==> src/rtl/instr_encoder_pkg.sv <==
// Shared definitions for the instruction encoder: field enums, opcode names and FSM states.
package instr_encoder_pkg;

  typedef enum logic [1:0] {
    InstrI = 2'b00,
    InstrM = 2'b01,
    InstrR = 2'b10,
    InstrB = 2'b11
  } instr_type_e;

  typedef enum logic [1:0] {
    MLdr = 2'b00,
    MStr = 2'b01,
    MMva = 2'b10,
    MMvs = 2'b11
  } m_opcode_e;

  // R-type ALU opcodes are passed through unchanged; all eight codes are legal.
  typedef logic [2:0] r_opcode_t;

  typedef enum logic [1:0] {
    BBal = 2'b00,
    BBeq = 2'b01,
    BBlt = 2'b10,
    BBle = 2'b11
  } b_opcode_e;

  typedef enum logic [1:0] {
    StIdle = 2'b00,
    StLoad = 2'b01,
    StFull = 2'b10,
    StDone = 2'b11
  } enc_state_e;

  localparam int unsigned WordW = 9;

endpackage

==> src/rtl/instr_encoder_if.sv <==
// Field-bundle input stream plus instruction-memory write port of the encoder.
interface instr_encoder_if #(
  parameter int unsigned ADDR_W = 8
);
  logic              in_valid;
  logic              in_ready;
  logic [1:0]        in_type;
  logic [2:0]        in_op;
  logic              in_sel;
  logic [3:0]        in_reg;
  logic [5:0]        in_imm;
  logic              in_last;
  logic              wr_en;
  logic [ADDR_W-1:0] wr_addr;
  logic [8:0]        wr_data;

  modport master (
    output in_valid, in_type, in_op, in_sel, in_reg, in_imm, in_last,
    input  in_ready, wr_en, wr_addr, wr_data
  );

  modport slave (
    input  in_valid, in_type, in_op, in_sel, in_reg, in_imm, in_last,
    output in_ready, wr_en, wr_addr, wr_data
  );
endinterface

==> src/rtl/instr_pack.sv <==
// Combinational packer: decoded fields to 9-bit machine code plus a legality flag.
module instr_pack
  import instr_encoder_pkg::*;
(
  input  logic [1:0]       in_type,
  input  logic [2:0]       in_op,
  input  logic             in_sel,
  input  logic [3:0]       in_reg,
  input  logic [5:0]       in_imm,
  output logic             legal,
  output logic [WordW-1:0] word
);

  always_comb begin
    word      = '0;
    legal     = 1'b1;
    word[8:7] = in_type;
    unique case (instr_type_e'(in_type))
      InstrI: begin
        word[6]   = in_sel;
        word[5:0] = in_imm;
      end
      InstrM: begin
        word[6:5] = in_op[1:0];
        word[4]   = in_sel;
        word[3:0] = in_reg;
        legal     = ~in_op[2];
      end
      InstrR: begin
        word[6:4] = in_op;
        word[3:0] = in_reg;
      end
      InstrB: begin
        word[6:5] = in_op[1:0];
        word[4:0] = in_imm[4:0];
        legal     = ~in_op[2] & ~in_imm[5];
      end
      default: legal = 1'b0;
    endcase
  end

endmodule

==> src/rtl/instr_encoder.sv <==
// Accepts decoded instruction bundles, packs them and writes them sequentially to instruction
// memory; reports done, overflow and dropped-illegal-bundle status.
module instr_encoder
  import instr_encoder_pkg::*;
#(
  parameter int unsigned ADDR_W = 8,
  parameter int unsigned DEPTH  = 256
) (
  input  logic              clk,
  input  logic              reset,
  input  logic              start,
  instr_encoder_if.slave    bus,
  output logic              done,
  output logic              overflow,
  output logic              err,
  output logic [ADDR_W:0]   word_count
);

  localparam logic [ADDR_W-1:0] LastAddr = ADDR_W'(DEPTH - 1);

  enc_state_e        state_q, state_d;
  logic [ADDR_W-1:0] addr_q, addr_d;
  logic [ADDR_W:0]   count_q, count_d;
  logic              wr_en_q, wr_en_d;
  logic [ADDR_W-1:0] wr_addr_q, wr_addr_d;
  logic [WordW-1:0]  wr_data_q, wr_data_d;
  logic              ovf_q, ovf_d;
  logic              err_q, err_d;

  logic             legal;
  logic [WordW-1:0] word;
  logic             at_last;

  instr_pack u_pack (
    .in_type (bus.in_type),
    .in_op   (bus.in_op),
    .in_sel  (bus.in_sel),
    .in_reg  (bus.in_reg),
    .in_imm  (bus.in_imm),
    .legal   (legal),
    .word    (word)
  );

  assign at_last = (addr_q == LastAddr);

  always_comb begin
    state_d   = state_q;
    addr_d    = addr_q;
    count_d   = count_q;
    wr_en_d   = 1'b0;
    wr_addr_d = wr_addr_q;
    wr_data_d = wr_data_q;
    ovf_d     = ovf_q;
    err_d     = err_q;
    // start outranks any handshake presented in the same cycle
    if (start) begin
      state_d = StLoad;
      addr_d  = '0;
      count_d = '0;
      ovf_d   = 1'b0;
      err_d   = 1'b0;
    end else begin
      unique case (state_q)
        StLoad: begin
          if (bus.in_valid) begin
            if (legal) begin
              wr_en_d   = 1'b1;
              wr_addr_d = addr_q;
              wr_data_d = word;
              count_d   = count_q + 1'b1;
              if (!at_last) addr_d = addr_q + 1'b1;
            end else begin
              err_d = 1'b1;
            end
            if (bus.in_last) begin
              state_d = StDone;
            end else if (legal && at_last) begin
              state_d = StFull;
              ovf_d   = 1'b1;
            end
          end
        end
        StDone:  state_d = StIdle;
        StIdle:  state_d = StIdle;
        StFull:  state_d = StFull;
        default: state_d = StIdle;
      endcase
    end
  end

  always_ff @(posedge clk) begin
    if (reset) begin
      state_q   <= StIdle;
      addr_q    <= '0;
      count_q   <= '0;
      wr_en_q   <= 1'b0;
      wr_addr_q <= '0;
      wr_data_q <= '0;
      ovf_q     <= 1'b0;
      err_q     <= 1'b0;
    end else begin
      state_q   <= state_d;
      addr_q    <= addr_d;
      count_q   <= count_d;
      wr_en_q   <= wr_en_d;
      wr_addr_q <= wr_addr_d;
      wr_data_q <= wr_data_d;
      ovf_q     <= ovf_d;
      err_q     <= err_d;
    end
  end

  assign bus.in_ready = (state_q == StLoad);
  assign bus.wr_en    = wr_en_q;
  assign bus.wr_addr  = wr_addr_q;
  assign bus.wr_data  = wr_data_q;
  assign done         = (state_q == StDone);
  assign overflow     = ovf_q;
  assign err          = err_q;
  assign word_count   = count_q;

endmodule

==> src/flat_wrapper.sv <==
// flat-port wrapper written by rule: the top's interface ports become plain ports
module instr_encoder_flat import instr_encoder_pkg::*;
#(
  parameter int unsigned ADDR_W = 8,
  parameter int unsigned DEPTH  = 256
)
  (clk, reset, start, done, overflow, err, word_count, bus_in_valid, bus_in_type, bus_in_op, bus_in_sel, bus_in_reg, bus_in_imm, bus_in_last, bus_in_ready, bus_wr_en, bus_wr_addr, bus_wr_data);
  instr_encoder_if #(.ADDR_W(ADDR_W)) bus_i ();
  input  logic clk;
  input  logic reset;
  input  logic start;
  output logic done;
  output logic overflow;
  output logic err;
  output logic [ADDR_W:0] word_count;
  input wire logic [$bits(bus_i.in_valid)-1:0] bus_in_valid;
  input wire logic [$bits(bus_i.in_type)-1:0] bus_in_type;
  input wire logic [$bits(bus_i.in_op)-1:0] bus_in_op;
  input wire logic [$bits(bus_i.in_sel)-1:0] bus_in_sel;
  input wire logic [$bits(bus_i.in_reg)-1:0] bus_in_reg;
  input wire logic [$bits(bus_i.in_imm)-1:0] bus_in_imm;
  input wire logic [$bits(bus_i.in_last)-1:0] bus_in_last;
  output wire logic [$bits(bus_i.in_ready)-1:0] bus_in_ready;
  output wire logic [$bits(bus_i.wr_en)-1:0] bus_wr_en;
  output wire logic [$bits(bus_i.wr_addr)-1:0] bus_wr_addr;
  output wire logic [$bits(bus_i.wr_data)-1:0] bus_wr_data;
  assign bus_i.in_valid = bus_in_valid;
  assign bus_i.in_type = bus_in_type;
  assign bus_i.in_op = bus_in_op;
  assign bus_i.in_sel = bus_in_sel;
  assign bus_i.in_reg = bus_in_reg;
  assign bus_i.in_imm = bus_in_imm;
  assign bus_i.in_last = bus_in_last;
  assign bus_in_ready = bus_i.in_ready;
  assign bus_wr_en = bus_i.wr_en;
  assign bus_wr_addr = bus_i.wr_addr;
  assign bus_wr_data = bus_i.wr_data;
  instr_encoder #(.ADDR_W(ADDR_W), .DEPTH(DEPTH)) u_core (.clk(clk), .reset(reset), .start(start), .bus(bus_i), .done(done), .overflow(overflow), .err(err), .word_count(word_count));
endmodule
==> config.mk <==
export PLATFORM = sky130hd
export DESIGN_NAME = instr_encoder_flat
export DESIGN_NICKNAME = d
export VERILOG_FILES = /design/src/rtl/instr_encoder_pkg.sv /design/src/rtl/instr_encoder_if.sv /design/src/rtl/instr_pack.sv /design/src/rtl/instr_encoder.sv /design/src/flat_wrapper.sv
export SDC_FILE = /design/constraint.sdc
export NUM_CORES = 1
export LEC_CHECK = 0
export BUFFER_PORTS_ARGS = -buffer_cell sky130_fd_sc_hd__buf_4
export CORE_ASPECT_RATIO = 1.25
export CORE_MARGIN = 3
export CORE_UTILIZATION = 34
export DETAILED_ROUTE_END_ITERATION = 6
export GPL_ROUTABILITY_DRIVEN = 1
export PLACE_DENSITY = 0.55
export SYNTH_ARGS = -nofsm -noshare
export SYNTH_HDL_FRONTEND = slang
export SYNTH_SLANG_ARGS = --single-unit
export TNS_END_PERCENT = 50
==> constraint.sdc <==
create_clock -name clk -period 2.3 [get_ports clk]
set_input_delay 0.46 -clock clk [delete_from_list [all_inputs] [get_ports clk]]
set_output_delay 0.46 -clock clk [all_outputs]
set_load 0.01 [all_outputs]
; Word-level counts from Yosys, hierarchy flattened
; Index checks and enable logic that the tools add are counted.
[word_totals]
wordCells = 52
register_bits = 39
output_inout_bits = 31
[op_classes]
muxes = 8
n_eq_ne = 11
n_reduce_logical = 13
bitwise_logic = 9
add_sub_neg = 2
[op_table]
columns = operator, n
row1 = 7-bit one-hot mux with 4 select lines, 1
row2 = 4-bit AND reduction, 3
row3 = "9-bit by 1-bit adder with 9-bit output, second input constant", 1
row4 = "8-bit by 1-bit adder with 8-bit output, second input constant", 1
row5 = "2-bit equality test, second input constant", 4
row6 = "8-bit equality test, second input constant", 1
row7 = 1-bit inverter, 8
row8 = 2-bit 2-to-1 mux, 3
row9 = 2-bit one-hot mux with 3 select lines, 1
row10 = 3-bit AND reduction, 2
row11 = "2-bit by 1-bit equality test with 1-bit output, second input constant", 2
row12 = 2-bit logical NOT, 2
row13 = "4-bit by 3-bit inequality test with 1-bit output, second input constant", 1
row14 = 2-bit AND reduction, 2
row15 = 2-bit OR reduction, 2
row16 = 4-bit OR reduction, 1
row17 = "3-bit by 2-bit inequality test with 1-bit output, second input constant", 1
row18 = "3-bit inequality test, second input constant", 1
row19 = 1-bit 2-to-1 mux, 2
row20 = "2-bit inequality test, second input constant", 1
row21 = 1-bit one-hot mux with 2 select lines, 1
row22 = 1-bit AND, 1
row23 = 1-bit logical AND, 1

; Logic depth before layout (Yosys ltp)
[logic_depth]
depth_word = 9
mapped_depth = 8
ltp_nobuf = 6

; By module
; A second synthesis with hierarchy kept.
[hier_totals]
hier_cells = 213
area_unflattened_um2 = 1859.3
[by_module_without_submodules]
columns = mod, n_inst, area_per_inst_um2, seq_area_each_um2, cells_each
row1 = instr_encoder, 1, 1670.4, 780.7, 193
row2 = instr_pack, 1, 188.9, 0.0, 20

; Worst setup path before layout
; OpenSTA, ideal clock, no wires.
[synth_timing]
path_type = register -> register
startpoint = register u_core.state_q[0]
endpoint = register u_core.count_q[5], in the netlist u_core.word_count[5]
arrival_ns = 1.801
path_stages_with_launch = 7
path_slack_ns = 0.429
n_path_buf = 1
cell_sequence = dfxtp_1 ha_1 nand2_1 a21o_4 buf_6 or4_1 a21oi_1
[synth_via]
elab_chain_len = 2
[synth_rtl]
columns = item, line
row1 = start: declaration, instr_encoder.sv:21  ; enc_state_e state_q, state_d;
row2 = start signal: assignment, instr_encoder.sv:93  ; state_q <= StIdle;
row3 = start signal: assignment, instr_encoder.sv:102  ; state_q <= state_d;
row4 = 2-bit by 1-bit equality test with 1-bit output, --
row5 = named net bus_in_ready, flat_wrapper.sv:23  ; output wire logic [$bits(bus_i.in_ready)-1:0] bus_in_ready;
row6 = 3-bit AND reduction (no line), --
row7 = end signal: assignment, instr_encoder.sv:104  ; count_q <= count_d;
row8 = end: declaration, instr_encoder.sv:23  ; logic [ADDR_W:0] count_q, count_d;
; The timed path passes the listed nets, and every way through them passes these cells.
; A chain may end at the register's enable or synchronous reset.

; Worst setup path in the final report
[layout_timing]
startpoint = register u_core.state_q[0]
endpoint = register u_core.addr_q[7]
[layout_via]
elab_chain_len = 2
[layout_rtl]
columns = item, line
row1 = 2-bit by 1-bit equality test with 1-bit output, instr_encoder.sv:63  ; unique case (state_q)
row2 = 4-bit AND reduction (no line), --
row3 = end signal: assignment, instr_encoder.sv:103  ; addr_q <= addr_d;
row4 = end: declaration, instr_encoder.sv:22  ; logic [ADDR_W-1:0] addr_q, addr_d;
; Every way passes these cells.

==> summary.md <==
| Metric | Value |
|---|---|
| Outcome | complete, no violations |
| Critical Path Start | u_core.state_q[0] |
| CTS buffer count | 5 |
| Syn_nets | 242 |
| Crit path capture | u_core.addr_q[7] |
| CTS tree | yes |
| Critical Path AT | 2.26 ns |
| Pwr dens | 554 nW/um^2 |
| Slew Limit Fails | 0 |
| Remaining antenna violation count | 0 |
| HP Class | primary input to flop |
| Critical path's top delay family | simple AND/OR/NAND/NOR gates |
| Post-synthesis cell type count | 37 |
| Initial drt markers | 92 |
| Starting density of the core | 35.8% |
| Seq pwr share | 53.1% |
| Clock Skew | 0.00813 ns |
| Die area | 6350 sq um |
| Synthesized area | 1840 sq um |
| Setup Buffers After CTS | 0 |
| Utilization after layout | 45.4% |
| Pre-CTS setup slack | 0.295 ns |
| Clk root buf | clkbuf_8 |
| Fmax | 0.492 GHz |
| Post-synthesis sequential area ratio | 42.4% |
| Final min period | 2.03 ns |
| Congestion Overflow GR | 0 |
| Post-Syn Area per Cell | 8.49 sq um |
| Req. time, crit path | 2.53 ns |
| # nets final | 285 |
| Die X | 71.9 um |
| Internal power | 955 uW |
| Pre-Repair DR Iteration Count | 4 |
| Initial antenna violation count | 0 |
| Pleak | 0.000875 uW |
| Worst slew pin tran | 0.526 ns |
| Final Hold Fails | 0 |
| Synth top area cells | dfxtp_1, a21oi_1, nand2_1, mux2i_1, o21ai_0 |
| Number of remaining DRC errors | 0 |
| Rows | 29 |
| Final Instance Count excl. Fillers | 323 |
| CP max FO | 34 |
| FF-to-FF setup slack | 0.27 ns |
| CORE AREA | 5150 sq um |
| WL per Instance | 13.8 um |
| CTS-repair resized insts | 0 |
| Worst path slowest cell | or4_1 |
| Post-synthesis to final-layout area growth | 27.0% |
| Max-Cap Viols | 0 |
| Unrepaired setup endpoints after global routing | no |
| Drt via density | 5.30 |
| Ys Warns | 0 |
| Sw power | 340 uW |
| CTS sink count | 39 |
| First-pass GRT wire length | 7.77 mm |
| Htree depth | 2 |
| Setup_tns | 0 ns |
| Finish-stage setup viols | 0 |
| WL final | 4.45 mm |
| Clock power frac | 36.4% |
| Largest net degree at the start of global routing | 35 |
| Critical-path cell list | ha_1 > nand2_1 > a21o_4 > or4_1 > a21oi_1 |
| Worst r2r dst | u_core.addr_q[7] |
| Slew HR | 64.8% |
| Worst r2r path cells | 5 |
| Critical path launch point type | flop |
| IO Pins | 52 |
| Hold buffer count at CTS | 0 |
| DIE HEIGHT | 88.3 um |
| Leading area contributor after synthesis | dfxtp_1 |
| #FFs+latches synth | 39 |
| Vias post-DR | 1713 |
| Peak VDD IR | 0.000289 V |
| Combinational power share | 10.5% |
| Critical Path End Type | flop |
| GPL Wtd Cong | 0.731 |
| Crit Reg-Reg Startpoint | u_core.state_q[0] |
| Antenna Cells | 0 |
| Worst Path Buf+Inv | 0 |
| Layout cells sized above 1 | 24.9% |
| HPWL after DPL | 3.11 mm |
| Critical path depth in cells | 5 |
| Switching share of power | 26.2% |
| PnR worst setup slack | 0.268 ns |
| Placed Instances | 315 |
| Max stage delay on crit path | 0.53 ns |
| Crit Path Category | flop to flop |
| Synthesized instance count | 217 |
| Port bufs | 51 |
| Vias in the first global route | 1671 |
| Clk slew on worst S/H paths | 0.08 ns |
| Final period util | 88.4% |
| CTS Buffer Depth | 2 |
| Clk_lat worst skew | 0.30 ns |
| Share of the synthesized area in the top cell type | 42.4% |
| GRT Util Overall | 15.5% |
[how the worst min path moves through the flow]
| stage | from | cells after the start | slack (ns) | to |
|---|---|---|---|---|
| 2_1_floorplan | u_core.addr_q[6] | 2 | 0.45 | u_core.bus.wr_addr[6] |
| 3_3_place_gp | u_core.word_count[8] | 2 | 0.46 | u_core.word_count[8] |
| 3_5_place_dp | u_core.bus.wr_addr[5] | 2 | 0.47 | u_core.bus.wr_addr[5] |
| 4_1_cts | bus_in_valid | 3 | 0.43 | u_core.err |
| 5_1_grt | bus_in_type[1] | 3 | 0.47 | u_core.bus.wr_data[8] |
| 6_report | bus_in_valid | 3 | 0.44 | u_core.err |
[power groups by stage]
stage          Sequential, uW  Clock, uW  Combinational, uW
2_1_floorplan             706          0               80.1
3_5_place_dp              704          0                137
4_1_cts                   688        487                137
5_1_grt                   690        507                153
3_3_place_gp              704          0                136
6_report                  688        472                135
[registers in the layout, summed over array words and instances (netlist names)]
signal and cells:
u_core.bus.wr_data 9, u_core.err 1, u_core.word_count 9, u_core.state_q 2, u_core.overflow 1, u_core.bus.wr_en 1, u_core.addr_q 8, u_core.bus.wr_addr 8
[area by class of cell]
cell class                 instances  area (sq um)
inverter                           4          15.0
tap                               62          77.6
sequential                        39           781
clock inverter                     3          20.0
fill                             540          2810
clock buffer                       5          68.8
timing repair buffer              52           403
multi-input combinational        158           975
[worst register-to-register path, cell delays in order, from the launching register on]
cell	delay, ns
dfxtp_1	0.38
ha_1	0.32
nand2_1	0.23
a21o_4	0.35
or4_1	0.54
a21oi_1	0.15
[logic make-up (layout without fill, tap and decap cells)]
group	count (synthesis)	after routing	share of synthesized area, %
compound gates	66	66	22.5
xor+xnor	6	6	2.85
fa+ha+maj	4	4	2.72
buf+inv	20	64	5.02
flops	39	39	42.4
mux	11	11	6.04
simple gates	71	71	18.5
[cells in the final DEF (no fill, tap or decap), types with 2 or more instances in the layout]
| cell type | n |
|---|---|
| and4_1 | 2 |
| o31ai_1 | 5 |
| a21oi_1 | 24 |
| dfxtp_1 | 39 |
| mux2i_1 | 10 |
| or4_1 | 6 |
| nor3_1 | 2 |
| and3_1 | 2 |
| clkbuf_8 | 5 |
| a21o_4 | 2 |
| buf_4 | 51 |
| nand4_1 | 2 |
| o211ai_1 | 2 |
| or3_1 | 4 |
| o21ai_0 | 17 |
| nor2_1 | 13 |
| a211oi_1 | 7 |
| nand3_1 | 7 |
| nand2_1 | 29 |
| xnor2_1 | 5 |
| o41ai_1 | 2 |
| inv_1 | 4 |
| clkinvlp_4 | 2 |
| ha_1 | 4 |
[layer usage]
| metal | vias to the layer above | track usage, % | part of all wire [%] |
|---|---|---|---|
| met1 | 807 | 18.1 | 45 |
| met2 | 29 | 27.3 | 49 |
| met3 | 6 | 3.75 | 4.2 |
| met4 | 0 | 6.15 | 1.9 |
| met5 | - | 0 | 0 |
| li1 | 871 | - | - |
[Yosys cell counts]
library cell and instances:
buf_1 1, nor2b_1 1, ha_1 4, clkbuf_1 11, o31ai_1 5, xor2_1 1, a222oi_1 1, o41ai_1 2
buf_2 2, dfxtp_1 39, nand3_1 7, nor3_1 2, nand4_1 2, nand2_1 29, or2_2 1, o21a_1 1
mux2i_1 10, o211ai_1 2, a311oi_1 1, and3_1 2, a211oi_1 8, xnor2_1 5, a31oi_1 1, inv_1 4
a21oi_1 24, and4_1 2, a2111oi_0 1, or3_1 4, and2_1 1, nor2_1 13, nor4_1 1, mux2_2 1
buf_6 2, a21o_4 2, or4_1 6, o311ai_0 1, o21ai_0 17
[per-stage QoR]
stage	hold slack, ns	instance area (sq um)	power (uW)
global route	0.474	2340	1350
floorplan	0.449	1840	786
CTS	0.432	2340	1310
finish	0.437	2340	1300
global placement	0.464	2250	840
detailed placement	0.467	2250	841
(Power assumes the default switching activity.)
